--- src/rtl/mmu_pkg.sv ---
// Shared MMU types: page-table-walker arbiter states, PTE permission layout
// and default walk timeout.
package mmu_pkg;

  typedef enum logic [1:0] {
    IDLE  = 2'd0,
    REQ   = 2'd1,
    WAIT  = 2'd2,
    DRAIN = 2'd3
  } ptw_arb_state_e;

  typedef struct packed {
    logic d;
    logic a;
    logic g;
    logic u;
    logic x;
    logic w;
    logic r;
    logic v;
  } pte_perm_t;

  localparam int PTW_ARB_TIMEOUT_DEF = 1024;

endpackage

--- src/rtl/rr_arbiter.sv ---
// Combinational mask-based round-robin arbiter: lowest requester at or above
// ptr wins, otherwise the lowest requester overall.
module rr_arbiter #(
  parameter int N = 2,
  localparam int IDX_W = (N > 1) ? $clog2(N) : 1
) (
  input  logic [N-1:0]     req,
  input  logic [IDX_W-1:0] ptr,
  output logic [N-1:0]     gnt,
  output logic [IDX_W-1:0] idx
);

  logic [N-1:0] mask;
  logic [N-1:0] sel;

  always_comb begin
    mask = '0;
    for (int i = 0; i < N; i++) begin
      mask[i] = (IDX_W'(i) >= ptr);
    end
  end

  assign sel = (|(req & mask)) ? (req & mask) : req;
  assign gnt = sel & (~sel + N'(1));

  always_comb begin
    idx = '0;
    for (int i = 0; i < N; i++) begin
      if (gnt[i]) idx = IDX_W'(i);
    end
  end

endmodule

--- src/rtl/ptw_client_arbiter.sv ---
// N-client front-end for the shared page-table walker: round-robin request
// arbitration, one walk in flight, response routing, flush drain and timeout.
//
// state | meaning
// IDLE  | arbitrating client requests
// REQ   | presenting latched request to the PTW
// WAIT  | walk in flight, counting towards timeout
// DRAIN | swallowing a PTW response nobody wants any more
module ptw_client_arbiter
  import mmu_pkg::*;
#(
  parameter int N_CLIENTS   = 2,
  parameter int VPN_W       = 27,
  parameter int PPN_W       = 44,
  parameter int LEVEL_W     = 2,
  parameter int TIMEOUT_CYC = PTW_ARB_TIMEOUT_DEF
) (
  input  logic                       clk_i,
  input  logic                       rst_i,
  input  logic [N_CLIENTS-1:0]       cl_req_valid_i,
  input  logic [N_CLIENTS*VPN_W-1:0] cl_req_vpn_i,
  input  logic [N_CLIENTS*2-1:0]     cl_req_prv_i,
  input  logic [N_CLIENTS-1:0]       cl_req_store_i,
  input  logic [N_CLIENTS-1:0]       cl_req_fetch_i,
  output logic [N_CLIENTS-1:0]       cl_req_ready_o,
  output logic [N_CLIENTS-1:0]       cl_resp_valid_o,
  output logic                       cl_resp_error_o,
  output logic [PPN_W-1:0]           cl_resp_ppn_o,
  output logic [7:0]                 cl_resp_perm_o,
  output logic [LEVEL_W-1:0]         cl_resp_level_o,
  output logic [N_CLIENTS-1:0]       cl_invalidate_o,
  output logic                       ptw_req_valid_o,
  output logic [VPN_W-1:0]           ptw_req_vpn_o,
  output logic [1:0]                 ptw_req_prv_o,
  output logic                       ptw_req_store_o,
  output logic                       ptw_req_fetch_o,
  input  logic                       ptw_req_ready_i,
  input  logic                       ptw_resp_valid_i,
  input  logic                       ptw_resp_error_i,
  input  logic [PPN_W-1:0]           ptw_resp_ppn_i,
  input  logic [7:0]                 ptw_resp_perm_i,
  input  logic [LEVEL_W-1:0]         ptw_resp_level_i,
  input  logic                       flush_i,
  output logic [N_CLIENTS-1:0]       pmu_grant_o,
  output logic                       pmu_timeout_o
);

  localparam int IDX_W = (N_CLIENTS > 1) ? $clog2(N_CLIENTS) : 1;

  ptw_arb_state_e       state_q, state_d;
  logic [IDX_W-1:0]     rr_ptr_q, owner_q, owner_nxt, win_idx;
  logic [N_CLIENTS-1:0] win_gnt, grant_hs;
  logic                 accept, resp_take, timeout_hit, timeout_take, walk_abort;
  logic                 flush_q;
  pte_perm_t            resp_perm_q;

  rr_arbiter #(.N(N_CLIENTS)) u_rr (
    .req (cl_req_valid_i),
    .ptr (rr_ptr_q),
    .gnt (win_gnt),
    .idx (win_idx)
  );

  assign grant_hs     = cl_req_ready_o & cl_req_valid_i;
  assign accept       = |grant_hs;
  assign resp_take    = (state_q == WAIT) && ptw_resp_valid_i && !flush_i;
  assign timeout_take = (state_q == WAIT) && timeout_hit && !ptw_resp_valid_i && !flush_i;
  assign walk_abort   = flush_i && ((state_q == REQ) || (state_q == WAIT));
  assign owner_nxt    = (owner_q == IDX_W'(N_CLIENTS - 1)) ? '0 : owner_q + IDX_W'(1);

  if (TIMEOUT_CYC > 0) begin : g_timeout
    localparam int CNT_W = $clog2(TIMEOUT_CYC + 1);
    logic [CNT_W-1:0] cnt_q;

    always_ff @(posedge clk_i or posedge rst_i) begin
      if (rst_i)                 cnt_q <= '0;
      else if (state_q == WAIT)  cnt_q <= cnt_q + CNT_W'(1);
      else                       cnt_q <= '0;
    end

    // cnt_q counts completed WAIT cycles, so the last allowed one sees TIMEOUT_CYC-1
    assign timeout_hit = (cnt_q == CNT_W'(TIMEOUT_CYC - 1));
  end else begin : g_no_timeout
    assign timeout_hit = 1'b0;
  end

  always_ff @(posedge clk_i or posedge rst_i) begin
    if (rst_i) state_q <= IDLE;
    else       state_q <= state_d;
  end

  always_comb begin
    state_d = state_q;
    case (state_q)
      IDLE:  if (accept) state_d = REQ;
      REQ: begin
        if (flush_i)              state_d = IDLE;
        else if (ptw_req_ready_i) state_d = WAIT;
      end
      WAIT: begin
        // a flush coinciding with the response means nothing is left to drain
        if (flush_i)               state_d = ptw_resp_valid_i ? IDLE : DRAIN;
        else if (ptw_resp_valid_i) state_d = IDLE;
        else if (timeout_hit)      state_d = DRAIN;
      end
      DRAIN: if (ptw_resp_valid_i) state_d = IDLE;
      default: state_d = IDLE;
    endcase
  end

  always_comb begin
    cl_req_ready_o  = '0;
    ptw_req_valid_o = 1'b0;
    case (state_q)
      IDLE:    if (!flush_i && !rst_i) cl_req_ready_o = win_gnt;
      REQ:     ptw_req_valid_o = 1'b1;
      default: ;
    endcase
  end

  always_ff @(posedge clk_i or posedge rst_i) begin
    if (rst_i) begin
      rr_ptr_q        <= '0;
      owner_q         <= '0;
      flush_q         <= 1'b0;
      pmu_grant_o     <= '0;
      pmu_timeout_o   <= 1'b0;
      ptw_req_vpn_o   <= '0;
      ptw_req_prv_o   <= '0;
      ptw_req_store_o <= 1'b0;
      ptw_req_fetch_o <= 1'b0;
      cl_resp_valid_o <= '0;
      cl_resp_error_o <= 1'b0;
      cl_resp_ppn_o   <= '0;
      resp_perm_q     <= '0;
      cl_resp_level_o <= '0;
    end else begin
      flush_q         <= flush_i;
      pmu_grant_o     <= grant_hs;
      pmu_timeout_o   <= 1'b0;
      cl_resp_valid_o <= '0;
      if (accept) begin
        owner_q         <= win_idx;
        ptw_req_vpn_o   <= cl_req_vpn_i[int'(win_idx)*VPN_W +: VPN_W];
        ptw_req_prv_o   <= cl_req_prv_i[int'(win_idx)*2 +: 2];
        ptw_req_store_o <= cl_req_store_i[win_idx];
        ptw_req_fetch_o <= cl_req_fetch_i[win_idx];
      end
      if (resp_take) begin
        cl_resp_valid_o <= N_CLIENTS'(1) << owner_q;
        cl_resp_error_o <= ptw_resp_error_i;
        cl_resp_ppn_o   <= ptw_resp_ppn_i;
        resp_perm_q     <= pte_perm_t'(ptw_resp_perm_i);
        cl_resp_level_o <= ptw_resp_level_i;
      end else if (timeout_take) begin
        cl_resp_valid_o <= N_CLIENTS'(1) << owner_q;
        cl_resp_error_o <= 1'b1;
        cl_resp_ppn_o   <= '0;
        resp_perm_q     <= '0;
        cl_resp_level_o <= '0;
        pmu_timeout_o   <= 1'b1;
      end
      // any walk that ends, however it ends, hands priority to the next client
      if (resp_take || timeout_take || walk_abort) rr_ptr_q <= owner_nxt;
    end
  end

  assign cl_resp_perm_o  = resp_perm_q;
  assign cl_invalidate_o = {N_CLIENTS{flush_q}};

endmodule

--- config.mk ---
export PLATFORM = sky130hd
export DESIGN_NAME = ptw_client_arbiter
export DESIGN_NICKNAME = d
export VERILOG_FILES = /design/src/rtl/mmu_pkg.sv /design/src/rtl/rr_arbiter.sv /design/src/rtl/ptw_client_arbiter.sv
export SDC_FILE = /design/constraint.sdc
export NUM_CORES = 1
export LEC_CHECK = 0
export ABC_CLOCK_PERIOD_IN_PS = 2870
export BUFFER_PORTS_ARGS = -buffer_cell sky130_fd_sc_hd__buf_4
export CAP_MARGIN = 0
export CORE_ASPECT_RATIO = 1.75
export CORE_UTILIZATION = 30
export DETAILED_ROUTE_END_ITERATION = 6
export PLACE_DENSITY = 0.69
export REMOVE_ABC_BUFFERS = 1
export SYNTH_ARGS = -nofsm -noshare
export SYNTH_HDL_FRONTEND = slang
export SYNTH_SLANG_ARGS = --single-unit
--- constraint.sdc ---
create_clock -name clk_i -period 2.87 [get_ports clk_i]
set_input_delay 0.1435 -clock clk_i [delete_from_list [all_inputs] [get_ports clk_i]]
set_output_delay 0.1435 -clock clk_i [all_outputs]
set_load 0.05 [all_outputs]
After elaboration in Yosys (flattened, before gate mapping)
Index checks and enable logic that the tools add are counted.

Output and inout port bits: 96. Bits in registers: 107. Input port bits: 124. Word-level logic and storage cells: 95.

Multipliers: 1. Add/subtract/negate cells: 3. Shifts and indexed selects: 3. Magnitude comparators: 3. Equality and inequality tests: 8. Bitwise gates (word level): 4. Reduce and logical (&&, ||, !) cells: 18. Mux-type cells: 32.

Operators by type and width (number): $mux 44 (2); $shiftx 54x7->27 (1); $mux 2 (15); $mux 8 (2); $add 11x1->11 const B (1); $eq 11x10->1 const B (1); $mux 1 (11); $mux 11 (1); $pmux 2 s4 (1); $logic_and 1x1->1 (7); $and 2x2->2 (3); $mul 1x5->6 const B (1); $eq 2x2->1 const B (2); $ne 2x2->1 const B (2); $ne 4x4->1 const B (1); $reduce_and 4->1 (1); $reduce_or 2->1 (2); $shiftx 4x3->2 (1); $logic_not 1->1 (3); $logic_or 1x1->1 (3); $ne 3x3->1 const B (1); $add 2x1->2 const B (1); $eq 2x1->1 const B (1); $ge 1x1->1 const A (2); other kinds (6) (6).

Logic depth before layout (Yosys ltp)
Depth in word-level cells: 13. Mapped depth: 8. Mapped depth without buffers: 6.

By module
Synthesis repeated with hierarchy kept, for this count alone.

Cell total of the unflattened synthesis: 366. Area total of the unflattened synthesis: 4561.9 µm².

By module, submodules not included: ptw_client_arbiter (cells each 362, seq. area each 2677.6 µm², times used 1, area an instance 4535.6 µm²); rr_arbiter (cells each 4, seq. area each 0.0 µm², times used 1, area an instance 26.3 µm²).

Least setup slack after synthesis
No wires, ideal clock.

Path type: flip-flop to flip-flop. From: register state_q[0]. To: register owner_q. Cell stages (with the launch flop): 5. Library setup time: 0.083 ns. Required time: 2.787 ns. Arrival time: 2.604 ns. Slack: 0.183 ns. Path through: dfrtp_1 -> inv_1 -> ha_1 -> nor4b_1 -> o21bai_1.

Cells in the longest elaborated chain, start to end: 4.

Ends and longest elaborated chain: start, declared (RTL line ptw_client_arbiter.sv:50) `ptw_arb_state_e state_q, state_d;`; start signal, assigned (RTL line ptw_client_arbiter.sv:89) `else state_q <= state_d;`; $logic_not 2->1 (RTL line ptw_client_arbiter.sv:114) `case (state_q)`; $mux 2 (RTL line ptw_client_arbiter.sv:114); net cl_req_ready_o[1] (RTL line ptw_client_arbiter.sv:25) `output logic [N_CLIENTS-1:0] cl_req_ready_o,`; $and 2x2->2 (RTL line ptw_client_arbiter.sv:64) `assign grant_hs = cl_req_ready_o & cl_req_valid_i;`; $reduce_or 2->1 (RTL line ptw_client_arbiter.sv:65) `assign accept = |grant_hs;`; end signal, assigned (RTL line ptw_client_arbiter.sv:143) `owner_q <= win_idx;`; end, declared (RTL line ptw_client_arbiter.sv:51) `logic [IDX_W-1:0] rr_ptr_q, owner_q, owner_nxt, win_idx;`.

The timed path passes the listed nets, and every way through them passes these cells. A chain may end at the register's enable or synchronous reset.

Final worst setup path
From: register g_timeout.cnt_q[0]. To: register cl_resp_ppn_o[26].

Cells in the longest elaborated chain, start to end: 5.

Ends and longest elaborated chain: start, declared (RTL line ptw_client_arbiter.sv:73) `logic [CNT_W-1:0] cnt_q;`; start signal, assigned (RTL line ptw_client_arbiter.sv:77) `else if (state_q == WAIT) cnt_q <= cnt_q + CNT_W'(1);`; $eq 11x10->1 (RTL line ptw_client_arbiter.sv:82) `assign timeout_hit = (cnt_q == CNT_W'(TIMEOUT_CYC - 1));`; $logic_and 1x1->1 (3 in series) (RTL line ptw_client_arbiter.sv:67) `assign timeout_take = (state_q == WAIT) && timeout_hit && !ptw_resp_valid_i && !flush_i;`; $reduce_bool 2->1 (no line); end signal, assigned (RTL line ptw_client_arbiter.sv:152) `cl_resp_ppn_o <= ptw_resp_ppn_i;`; end, declared (RTL line ptw_client_arbiter.sv:28) `output logic [PPN_W-1:0] cl_resp_ppn_o,`.

Every way passes these cells.

==> impl_results.md <==
* Status: complete, no violations
* CTS Buffer Depth at 2
* Synth cell count leaders: dfrtp_1 (107), a22o_1 (54), nor2_1 (36), a21oi_1 (33), mux2i_1 (31)
* Top achievable clock speed at 462 MHz
* Max-cap viol count at 0
* Relative slew slack at 57.7%
* Clock net sink count at 107
* Simple-Gate Fraction of Synth Area at 8.76%
* DR iter-0 viols at 115
* YS warnings at 0
* Diodes inserted at 0
* Register area share after synthesis at 60.3%
* Final instance area at 0.00657 sq mm
* Synth area leaders: dfrtp_1 (60%), a22o_1 (11%), mux2i_1 (7.0%)
* Clock Pin Slew Worst Setup and Hold Paths at 80 ps
* Clk_lat worst skew at 340 ps
* Int Power at 0.00421 W
* Synth area leader: dfrtp_1
* P_sw at 0.00386 W
* Total Routed Length at 11500 microns
* Worst Skew at 9.87 ps
* Die width at 94.0 microns
* Clock root buffer: clkbuf_16
* Seq pwr share at 31.1%
* Area Overhead vs Synth at 48.0%
* Largest family of logic cells by synthesized area: compound AO/OA/AOI/OAI gates
* CP endpoint kind: register
* Die Span Y at 163 microns
* Starting Density at 30.7%
* Die footprint at 0.0153 sq mm
* Post-synth top area share at 60.3%
* Total gr overflow at 0
* Synthesized cell area at 0.00444 sq mm
* Internal reg-to-reg setup slack at 710 ps
* Synth async-reset ratio at 100%
* Final Critical Period at 2160 ps
* Worst VDD drop at 0.721 mV
* Final setup viols at 0
* Critical Path AT at 2430 ps
* # DRC at 0
* Xor/xnor share of the synthesized area at 1.38%
* Count leader, synth: dfrtp_1
* Std-Cell Rows at 58
* Num CTS Buffers at 9
* First drt pass iteration count at 4
* Multi-input logic area at 0.00162 sq mm
* HP Start: ptw_resp_perm_i[5]
* Critical R2R Launch: g_timeout.cnt_q[0]
* DPL Wire Length at 8710 microns
* CTS tree: built
* H-tree Lvls at 3
* Reg2Reg Depth at 6
* Routed Antenna Nets at 0
* P_leak at 3.39 nW
* Post-synth EDFFs at 0
* Final Hold Fails at 0
* Share of layout cells above drive strength 1 at 43.4%
* Fin crit share at 75.4%
* Core area at 0.0144 sq mm
* Post-synth top flop: dfrtp_1
* Clock share of power at 15.5%
* Avg Synthesized Cell Area at 12.4 sq um
* Dpl cell area at 0.00624 sq mm
* Post-Synth Adder-Cell Area at 1.69%
* # port buffers at 219
* Total area of sequential cells at 0.00268 sq mm
* Slew @ Worst Pin at 634 ps
* Final Wtd Congestion at 0.826
* Crit path launch type: register
* Vias in the first global route at 3644
* Setup Total Neg Slack at 0 ps
* Critical path type: register to register
* Drt via density at 4.69
* Unique masters post-synth at 38
* CP max FO at 37
* I/O pin cnt at 220
* RSZ-0062 raised after global routing: false
* Combinational Power Share at 53.3%
* Setup ws final at 706 ps
* WHS Endpoint: cl_resp_perm_o[5]
* HP Class: input port to register
* Largest net degree at the start of global routing at 63
* Layout Nets at 701
* Global-route wire length before repair at 17600 microns
* Cts hold-fix bufs at 2
* Switching share of power at 47.8%
* Final slew viol count at 0
* Post-CTS Repair Setup Buffers at 0
* Worst EP required at 3140 ps
* Drt wl/cell at 15.3 microns
* Synth Instances at 359
* Post-synthesis mux area share at 7.50%
* PD cells at 1230 mW/mm^2
* Synth Area in Compound Gates at 16.5%
* Initial antenna violation count at 0
* #FFs+latches synth at 107
* Post-place setup slack at 682 ps
* GRT Overall Usage at 14.9%
* Fillers at 1345
* Reg-to-reg endpoint: cl_resp_ppn_o[26]
* Number of gates resized after CTS at 0
* Hold Crit Depth at 2
* Vias at 3545
[flip-flops by register name, indices dropped and copies added, names as in the netlist]
signal           count
rr_ptr_q             1
ptw_req_store_o      1
cl_resp_valid_o      2
pmu_timeout_o        1
cl_resp_error_o      1
pmu_grant_o          2
owner_q              1
state_q              2
cl_resp_ppn_o       44
cl_resp_level_o      2
cl_resp_perm_o       8
flush_q              1
g_timeout.cnt_q     11
ptw_req_fetch_o      1
ptw_req_prv_o        2
ptw_req_vpn_o       27
[logic make-up (layout without fill, tap and decap cells)]
group,after synthesis,count (layout)
AOI/OAI and AO/OA,99,99
buffers and inverters,32,249
and+or+nand+nor,75,75
adders and majority gates,6,6
muxes,33,33
DFF,107,107
xor gates and xnor gates,7,7
[cells in the final DEF (no fill, tap or decap), types with 2 or more instances in the layout]
cell type,count
buf_4,223
dfrtp_1,107
a22o_1,54
nor2_1,35
a21oi_1,33
mux2i_1,31
and2_1,9
clkbuf_16,9
inv_1,6
nand2_1,6
ha_1,6
xnor2_1,5
and3_1,4
nand4_1,3
a21boi_0,3
inv_6,3
clkinv_4,3
o21ai_4,2
nor2b_1,2
nor3_1,2
nand2b_1,2
o31ai_1,2
mux2_2,2
xor2_1,2
nor4b_1,2
dlygate4sd3_1,2
[cell type report]
cell class              count  share of cell area, %
repair buffers            226                   26.1
inverters                   7                  0.438
flip-flops and latches    107                   40.7
clock buffers               9                   3.43
clock inverters             7                   1.26
well taps                 180                   3.43
multi-input cells         220                   24.6
[worst max path at each step]
| stage | from | to | slack, ps | depth (start not counted) |
|---|---|---|---|---|
| floorplan | state_q[0] | ptw_req_fetch_o | -440 | 5 |
| global placement | g_timeout.cnt_q[0] | cl_resp_ppn_o[41] | 810 | 6 |
| detailed placement | g_timeout.cnt_q[0] | cl_resp_ppn_o[26] | 680 | 6 |
| CTS | g_timeout.cnt_q[0] | cl_resp_ppn_o[26] | 670 | 6 |
| global route | state_q[0] | cl_resp_ppn_o[37] | 500 | 6 |
| finish | g_timeout.cnt_q[0] | cl_resp_ppn_o[26] | 710 | 6 |
[critical path: stages, from the launching register on]
cell     delay (ps)
dfrtp_1         390
ha_1            240
nand2_1         190
nor4_4           90
o21ai_4         500
buf_4           460
a22o_1          200
[metrics by stage]
stage	util, %	cells	total power [W]	hold slack, ps
3_3_place_gp	43.2	738	0.00679	292
3_5_place_dp	43.2	738	0.00688	311
4_1_cts	45.5	756	0.00817	7.33
6_report	45.5	756	0.00807	21.5
5_1_grt	45.5	756	0.00847	4.22
2_1_floorplan	-	334	0.00542	175
[power by group through the flow]
stage / Combinational, W / Sequential (W) / Clock, W
4_1_cts: 0.00435 / 0.00252 / 0.00130
3_3_place_gp: 0.00426 / 0.00252 / 0
6_report: 0.00431 / 0.00251 / 0.00125
5_1_grt: 0.00451 / 0.00260 / 0.00136
2_1_floorplan: 0.000845 / 0.00457 / 0
3_5_place_dp: 0.00436 / 0.00251 / 0
[per-layer routing]
| layer | GRT usage [%] | wire length [microns] | up-vias |
|---|---|---|---|
| met4 | 5.03 | 189 | 0 |
| met2 | 27.1 | 6160 | 169 |
| li1 | - | - | 1709 |
| met3 | 3.17 | 880 | 14 |
| met5 | 0 | 0 | - |
| met1 | 16.8 | 4320 | 1653 |
No activity file was read; power rests on OpenSTA's default activity.
